$ cat src/rtl/uart_pkg.sv
// Shared UART definitions: FSM state encodings and baud timing helpers.
// Used by both receiver and transmitter; parity support is selected with UART_RX_PARITY_EN.
package uart_pkg;

  typedef enum logic [2:0] {
    IDLE   = 3'd0,
    START  = 3'd1,
    DATA   = 3'd2,
    PARITY = 3'd3,
    STOP   = 3'd4
  } uart_state_e;

  // Clocks per serial bit (integer division, matches the transmitter).
  function automatic int unsigned calc_cycle(input int unsigned clk_fre,
                                             input int unsigned baud_rate);
    return clk_fre / baud_rate;
  endfunction

  function automatic int unsigned calc_half(input int unsigned clk_fre,
                                            input int unsigned baud_rate);
    return calc_cycle(clk_fre, baud_rate) / 2;
  endfunction

endpackage

$ cat src/rtl/uart_rx_sync.sv
// Two-flop synchroniser for the asynchronous rx line (resets to idle-high)
// with a registered previous value for falling-edge detection.
module uart_rx_sync (
  input  logic clk,
  input  logic rst,
  input  logic i_rx_pin,
  output logic o_rx_s,
  output logic o_fall
);

  logic r_meta;
  logic r_sync;
  logic r_prev;

  always_ff @(posedge clk or posedge rst) begin
    if (rst) begin
      r_meta <= 1'b1;
      r_sync <= 1'b1;
      r_prev <= 1'b1;
    end else begin
      r_meta <= i_rx_pin;
      r_sync <= r_meta;
      r_prev <= r_sync;
    end
  end

  assign o_rx_s = r_sync;
  assign o_fall = r_prev & ~r_sync;

endmodule

$ cat src/rtl/uart_rx.sv
// 8N1 serial receiver with a one-entry valid/ready output register, framing
// error and overrun pulses. Define UART_RX_PARITY_EN for 8E1 with parity_err.
module uart_rx
  import uart_pkg::*;
#(
  parameter int CLK_FRE   = 50_000_000,
  parameter int BAUD_RATE = 115200
) (
  input  logic       clk,
  input  logic       rst,
  input  logic       rx_pin,
  output logic [7:0] dout,
  output logic       rx_valid,
  input  logic       rx_ready,
  output logic       frame_err,
  output logic       overrun
`ifdef UART_RX_PARITY_EN
  ,
  output logic       parity_err
`endif
);

  localparam int CYCLE = int'(calc_cycle(CLK_FRE, BAUD_RATE));
  localparam int HALF  = int'(calc_half(CLK_FRE, BAUD_RATE));
  localparam int CW    = $clog2(CYCLE) + 1;
  localparam logic [CW-1:0] CNT_BIT_END  = CW'(CYCLE - 1);
  localparam logic [CW-1:0] CNT_HALF_END = CW'(HALF - 1);

  logic w_rx_s;
  logic w_fall;

  uart_rx_sync u_sync (
    .clk      (clk),
    .rst      (rst),
    .i_rx_pin (rx_pin),
    .o_rx_s   (w_rx_s),
    .o_fall   (w_fall)
  );

  uart_state_e   r_state;
  uart_state_e   w_state_nxt;
  logic [CW-1:0] r_cnt;
  logic [2:0]    r_bitpos;
  logic [7:0]    r_shift;
  logic [7:0]    r_dout;
  logic          r_valid;
  logic          r_frame_err;
  logic          r_overrun;
  logic          w_cnt_clr;
  logic          w_start_ok;
  logic          w_sample_bit;
  logic          w_stop_sample;
  logic          w_par_bad;
  logic          w_byte_good;
`ifdef UART_RX_PARITY_EN
  logic          w_sample_par;
  logic          r_par_bit;
  logic          r_parity_err;
`endif

  always_ff @(posedge clk or posedge rst) begin
    if (rst) r_state <= IDLE;
    else     r_state <= w_state_nxt;
  end

  always_comb begin
    w_state_nxt   = r_state;
    w_cnt_clr     = 1'b0;
    w_start_ok    = 1'b0;
    w_sample_bit  = 1'b0;
    w_stop_sample = 1'b0;
`ifdef UART_RX_PARITY_EN
    w_sample_par  = 1'b0;
`endif
    case (r_state)
      IDLE: begin
        if (w_fall) begin
          w_cnt_clr   = 1'b1;
          w_state_nxt = START;
        end
      end
      START: begin
        // A start bit that is high again at mid-period was only a glitch.
        if (r_cnt == CNT_HALF_END) begin
          w_cnt_clr   = 1'b1;
          w_start_ok  = ~w_rx_s;
          w_state_nxt = w_rx_s ? IDLE : DATA;
        end
      end
      DATA: begin
        if (r_cnt == CNT_BIT_END) begin
          w_cnt_clr    = 1'b1;
          w_sample_bit = 1'b1;
          if (r_bitpos == 3'd7) begin
`ifdef UART_RX_PARITY_EN
            w_state_nxt = PARITY;
`else
            w_state_nxt = STOP;
`endif
          end
        end
      end
`ifdef UART_RX_PARITY_EN
      PARITY: begin
        if (r_cnt == CNT_BIT_END) begin
          w_cnt_clr    = 1'b1;
          w_sample_par = 1'b1;
          w_state_nxt  = STOP;
        end
      end
`endif
      STOP: begin
        // Leaving at mid stop bit leaves half a bit to catch a back-to-back start.
        if (r_cnt == CNT_BIT_END) begin
          w_cnt_clr     = 1'b1;
          w_stop_sample = 1'b1;
          w_state_nxt   = IDLE;
        end
      end
      default: begin
        w_cnt_clr   = 1'b1;
        w_state_nxt = IDLE;
      end
    endcase
  end

`ifdef UART_RX_PARITY_EN
  assign w_par_bad = ^{r_shift, r_par_bit};
`else
  assign w_par_bad = 1'b0;
`endif
  assign w_byte_good = w_stop_sample & w_rx_s & ~w_par_bad;

  always_ff @(posedge clk or posedge rst) begin
    if (rst) begin
      r_cnt       <= '0;
      r_bitpos    <= 3'd0;
      r_shift     <= 8'h00;
      r_dout      <= 8'h00;
      r_valid     <= 1'b0;
      r_frame_err <= 1'b0;
      r_overrun   <= 1'b0;
    end else begin
      r_cnt       <= w_cnt_clr ? '0 : r_cnt + CW'(1);
      r_frame_err <= w_stop_sample & ~w_rx_s;
      r_overrun   <= 1'b0;
      if (w_start_ok)        r_bitpos <= 3'd0;
      else if (w_sample_bit) r_bitpos <= r_bitpos + 3'd1;
      if (w_sample_bit) r_shift[r_bitpos] <= w_rx_s;
      // A completing byte may replace dout only if the old one is gone or leaving now.
      if (w_byte_good) begin
        if (!r_valid || rx_ready) begin
          r_dout  <= r_shift;
          r_valid <= 1'b1;
        end else begin
          r_overrun <= 1'b1;
        end
      end else if (r_valid && rx_ready) begin
        r_valid <= 1'b0;
      end
    end
  end

`ifdef UART_RX_PARITY_EN
  always_ff @(posedge clk or posedge rst) begin
    if (rst) begin
      r_par_bit    <= 1'b0;
      r_parity_err <= 1'b0;
    end else begin
      if (w_sample_par) r_par_bit <= w_rx_s;
      r_parity_err <= w_stop_sample & w_par_bad;
    end
  end

  assign parity_err = r_parity_err;
`endif

  assign dout      = r_dout;
  assign rx_valid  = r_valid;
  assign frame_err = r_frame_err;
  assign overrun   = r_overrun;

endmodule

$ cat config.mk
export PLATFORM = sky130hd
export DESIGN_NAME = uart_rx
export DESIGN_NICKNAME = d
export VERILOG_FILES = /design/src/rtl/uart_pkg.sv /design/src/rtl/uart_rx_sync.sv /design/src/rtl/uart_rx.sv
export SDC_FILE = /design/constraint.sdc
export NUM_CORES = 1
export LEC_CHECK = 0
export ABC_AREA = 1
export CAP_MARGIN = 20
export CORE_MARGIN = 3
export CORE_UTILIZATION = 52
export DETAILED_ROUTE_END_ITERATION = 8
export PLACE_DENSITY = 0.75
export SLEW_MARGIN = 20
export SYNTH_ARGS = -nofsm -noshare
export SYNTH_HDL_FRONTEND = slang
export SYNTH_SLANG_ARGS = --single-unit
$ cat constraint.sdc
create_clock -name clk -period 1.41 [get_ports clk]
set_input_delay 0.141 -clock clk [delete_from_list [all_inputs] [get_ports clk]]
set_output_delay 0.141 -clock clk [all_outputs]
set_load 0.02 [all_outputs]
**Yosys cells after proc, flatten, opt, wreduce, memory -nomap -nowiden**

Cells that the tools add are included.

- Register bits: 38
- Bits of input ports: 4
- Word-level logic and storage cells: 68

- $add $sub $neg: 2
- Order comparisons: 2
- Equality and inequality tests: 12
- Mux-type cells: 26
- Bitwise operators: 4
- Reduce and logical (&&, ||, !) cells: 11

Operators with widths:

| operator | count |
|---|---|
| 2-to-1 mux 3 bit | 7 |
| 2-to-1 mux 1 bit | 13 |
| one-hot mux 3 bit (4 select lines) | 1 |
| adder 10 x 1 -> 10 bit (second input constant) | 1 |
| equality test 10 x 8 -> 1 bit (second input constant) | 1 |
| equality test 10 x 9 -> 1 bit (second input constant) | 1 |
| 2-to-1 mux 10 bit | 1 |
| bitwise mux 8 bit | 1 |
| inequality test 2 bit (second input constant) | 4 |
| equality test 3 bit (second input constant) | 2 |
| AND reduction 5 bit | 1 |
| less-than comparator 3 x 4 -> 1 bit (second input constant) | 1 |
| inequality test 2 x 1 -> 1 bit (second input constant) | 2 |
| AND reduction 2 bit | 2 |
| nonzero test 2 bit | 2 |
| adder 3 x 1 -> 3 bit (second input constant) | 1 |
| bitwise AND 1 bit | 3 |
| demux 1 bit (select 3 bit) | 1 |
| equality test 3 x 1 -> 1 bit (second input constant) | 1 |
| equality test 3 x 2 -> 1 bit (second input constant) | 1 |
| greater-or-equal comparator 3 x 1 -> 1 bit (second input constant) | 1 |
| logical NOT 3 bit | 1 |
| one-hot mux 1 bit (3 select lines) | 1 |
| logical AND 1 bit | 2 |
| 5 further kinds | 5 |

**Logic depth before layout (Yosys ltp)**

- Depth in word-level cells: 6
- Mapped depth: 11
- Mapped depth without buffers: 11

**Cells and area by module**

A second synthesis with hierarchy kept.

- Cell total of the unflattened synthesis: 211
- Area, all modules: 1870.5 µm²

Modules (own cells, without submodules):

| module | times used | cells each | area each (µm²) | seq. area each (µm²) |
|---|---|---|---|---|
| uart_rx | 1 | 205 | 1778.0 | 875.8 |
| uart_rx_sync | 1 | 6 | 92.6 | 78.8 |

**Worst setup path after synthesis**

Ideal clock, no wire load.

- Kind: register to register
- Start point: register r_cnt[1]
- End point: register r_dout[0], in the netlist dout[0]
- Library setup time: 0.118 ns
- Arrival: 1.355 ns
- Path slack: -0.063 ns
- Cell stages (with the launch flop): 11
- Period minus slack after synthesis: 1.473 ns
- Path through: dfrtp_1 -> inv_1 -> ha_1 -> nand2_1 -> inv_1 -> nand3_1 -> nor2_2 -> nand4_2 -> buf_6 -> nand2_1 -> o21ai_2

- Word-level cells in the longest chain between the ends: 5

Ends and longest elaborated chain:

| what | RTL line | RTL |
|---|---|---|
| start, declared | uart_rx.sv:42 | `logic [CW-1:0] r_cnt;` |
| start signal, assigned | uart_rx.sv:144 | `r_cnt <= w_cnt_clr ? '0 : r_cnt + CW'(1);` |
| equality test 10 x 9 -> 1 bit | uart_rx.sv:114 | `if (r_cnt == CNT_BIT_END) begin` |
| 2-to-1 mux 1 bit | uart_rx.sv:114 |  |
| 2-to-1 mux 1 bit | uart_rx.sv:75 | `case (r_state)` |
| bitwise AND 1 bit | uart_rx.sv:132 | `assign w_byte_good = w_stop_sample & w_rx_s & ~w_par_bad;` |
| AND reduction 2 bit (no source line) | -- |  |
| end signal, assigned | uart_rx.sv:153 | `r_dout <= r_shift;` |
| end, declared | uart_rx.sv:45 | `logic [7:0] r_dout;` |

Every way passes these cells.
A chain may end at the register's enable or synchronous reset.

**Final worst setup path**

- Start point: register r_cnt[1]
- End point: register r_dout[5], in the netlist dout[5]

The elaborated chain is that of the path after synthesis.

==> results.json <==
{
  "syn-cell-area_sq_um": 1950,
  "die-area_sq_um": 4520,
  "rows": 21,
  "crit_path_end_kind": "flip-flop",
  "clk_latency_ps": 290,
  "violations": "negative setup slack",
  "ys_seq_area_share_pct": 48.9,
  "grt_pass1_wl_mm": 7.78,
  "grt_usage_pct": 23.7,
  "vias_per_cell": 5.36,
  "p_sw_share_pct": 34.0,
  "grt_max_degree": 39,
  "seq_power_share_pct": 38.3,
  "drv_slew": 0,
  "die_w_um": 67.3,
  "min_period_ps": 1580,
  "instances_no_fill": 333,
  "area_growth_pct": 38.7,
  "numCtsBuffers": 5,
  "ctsRootBufferMaster": "clkbuf_8",
  "cp.required_ps": 1590,
  "dr.pass1.iters": 6,
  "finalWorstSetupSlack_ps": -174,
  "crit_chain": "inv_2 -> ha_4 -> nand2_2 -> inv_2 -> nand3_2 -> nor2_4 -> nand4_4 -> buf_12 -> nand2_4 -> o21ai_2",
  "place_area_sq_um": 2320,
  "outcome": "complete, but fails checks",
  "cpPeakStageDelay_ps": 410,
  "n_fill_cell": 216,
  "globalRouteOverflowTotal": 0,
  "core_sq_um": 3470,
  "place_congestion": 0.929,
  "max_freq_mhz": 631,
  "critPathSlowestCell": "dfrtp_1",
  "ys.flop_type": "dfrtp_1",
  "setup.worst_path.start_class": "flip-flop",
  "synth_top_area_share_pct": 44.9,
  "leakage_nw": 1.35,
  "setup_tns_ps": -2950,
  "setup_viol": 33,
  "p_int_mw": 2.14,
  "drc": 0,
  "switchingPower_mw": 1.10,
  "skew_ps": 5.57,
  "ys_seq_elements": 38,
  "num_antenna_cells": 0,
  "grt_pass1_vias": 1682,
  "crit_path_frequent_cell": "inv_2",
  "powerDensity_nw_per_um2": 1200,
  "yosysMostFrequentCell": "nand2_1",
  "pwr-share-clk_pct": 27.7,
  "die_y_um": 67.3,
  "netlist_instances": 242,
  "yosys.area.top_type": "dfrtp_1",
  "finalNetCount": 295,
  "synth_edf_count": 0,
  "ios": 15,
  "routed-via-count": 1786,
  "fin_hold_ws_ps": 202,
  "place_inst": 317,
  "power_mw": 3.24,
  "cts.sinks": 38,
  "cts_tree": "done",
  "antenna_found_initial": 0,
  "ys_top_cells_by_count": "nand2_1, inv_1, dfrtp_1, nor2_1, nand3_1",
  "dp_hpwl_mm": 2.80,
  "drtAntennaViolNets": 0,
  "path_clk_slew_ps": 70,
  "ys_warn_count": 0,
  "dp_worst_setup_slack_ps": -105,
  "synth_nets": 251,
  "worstMarginPinSlew_ps": 449,
  "reg2reg_depth": 10,
  "wirelength_mm": 4.73,
  "cts.path.max_buffers": 2,
  "rsz0062_at_grt": "true",
  "path_max_fanout": 8,
  "avgSynthCellArea_sq_um": 8.07,
  "synth_area_leaders": "dfrtp_1, nand2_1, inv_1",
  "routedWlPerCell_um": 14.2,
  "fin_crit_sh_pct": 112,
  "htreeDepth": 2,
  "hold_path.class": "input port to async pin",
  "cap_violations": 0,
  "ys_types": 25,
  "ir_worst_vdd_uv": 863,
  "port_buffers": 14,
  "drive_gt1_share_pct": 31.4,
  "drt-initial-drc-count": 184,
  "synthArstFlopShare_pct": 100,
  "finalCoreUtilization_pct": 78.0,
  "relSlewSlack_pct": 69.9,
  "finalInstanceArea_sq_um": 2710,
  "path_class": "flip-flop to flip-flop",
  "arrival_ps": 1770,
  "hold_viol_final": 0,
  "combPwrFrac_pct": 34.0,
  "initial_core_util_pct": 56.3
}
cells in the final DEF (no fill, tap or decap), types with 2 or more instances in the layout:
cell             instances
nand2_1                 50
dfrtp_1                 34
inv_1                   33
nor2_1                  28
buf_4                   19
nand3_1                 15
nand2_4                 10
o21ai_2                 10
nand2_2                  8
dlygate4sd2_1            8
nor2_4                   6
inv_2                    5
clkbuf_8                 5
clkdlybuf4s50_1          5
nand3_2                  4
nor2_2                   4
nor3_1                   4
nand4_1                  4
xor2_1                   4
nand4_4                  3
buf_12                   3
dfstp_2                  3
xnor2_1                  2
ha_4                     2
ha_1                     2
clkbuf_1                 2
buf_6                    2
final cells by class:
type | count | area (sq um) | area share, %
clock buffer | 7 | 76.3 | 2.82
clock inverter | 1 | 30.0 | 1.11
tap | 46 | 57.6 | 2.13
inverter | 39 | 146 | 5.41
multi-input combinational | 163 | 1050 | 39.0
sequential | 38 | 956 | 35.3
timing repair buffer | 39 | 385 | 14.2
flip-flops by register name, indices dropped and copies added (netlist names):
register       flops
frame_err          1
dout               8
r_shift            8
r_cnt             10
r_state            3
overrun            1
r_bitpos           3
u_sync.o_rx_s      1
u_sync.r_meta      1
rx_valid           1
u_sync.r_prev      1
cell families after synthesis:
kind of cell / share of synthesized area, %
AND/OR/NAND/NOR: 30.7
AO/OA/AOI/OAI: 5.13
XOR/XNOR: 3.14
flip-flops: 48.9
buffers and inverters: 8.91
adder cells (fa/ha/maj): 3.21
worst max-delay path: cells and delay by family (launching register included):
family,cells,cell delay (ps)
AO/OA/AOI/OAI,1,50
adder cells (fa/ha/maj),1,140
buffers and inverters,3,380
flip-flops,1,410
AND/OR/NAND/NOR,5,490
path summary, 6_finish.rpt:
| path | from | end | slack [ps] |
|---|---|---|---|
| max | r_cnt[1]$_DFF_PP0_ | dout[5]$_DFFE_PP0P_ | -170 |
| min | rst | r_cnt[5]$_DFF_PP0_ | 200 |
| max reg2reg | r_cnt[1]$_DFF_PP0_ | dout[5]$_DFFE_PP0P_ | -170 |
| min reg2reg | u_sync.r_meta$_DFF_PP1_ | u_sync.o_rx_s$_DFF_PP1_ | 360 |
| max in group asynchronous | rst | u_sync.r_meta$_DFF_PP1_ | 950 |
| min in group clk | rx_pin | u_sync.r_meta$_DFF_PP1_ | 250 |
routing by layer:
| metal | wire [um] | GRT usage, % | vias up |
|---|---|---|---|
| met2 | 2200 | 36.4 | 79 |
| met1 | 1920 | 30.7 | 821 |
| li1 | - | - | 855 |
| met5 | 0 | 0 | - |
| met4 | 272 | 13.4 | 0 |
| met3 | 342 | 5.32 | 31 |
power groups by stage:
stage	logic [mW]	registers, mW	clock network [mW]
floorplan	0.484	1.28	0
global placement	0.738	1.26	0
detailed placement	0.752	1.26	0
CTS	0.960	1.23	0.907
global route	1.21	1.25	0.968
finish	1.10	1.24	0.898
timing repair:
item | 4_1_cts | 5_1_grt
gates cloned | 2 | 0
hold buffers | 0 | 0
pin swaps | 11 | 8
setup endpoints to repair | 28 | 36
resized for setup | 41 | 24
buffers inserted | 4 | 2
(Power assumes the default switching activity.)
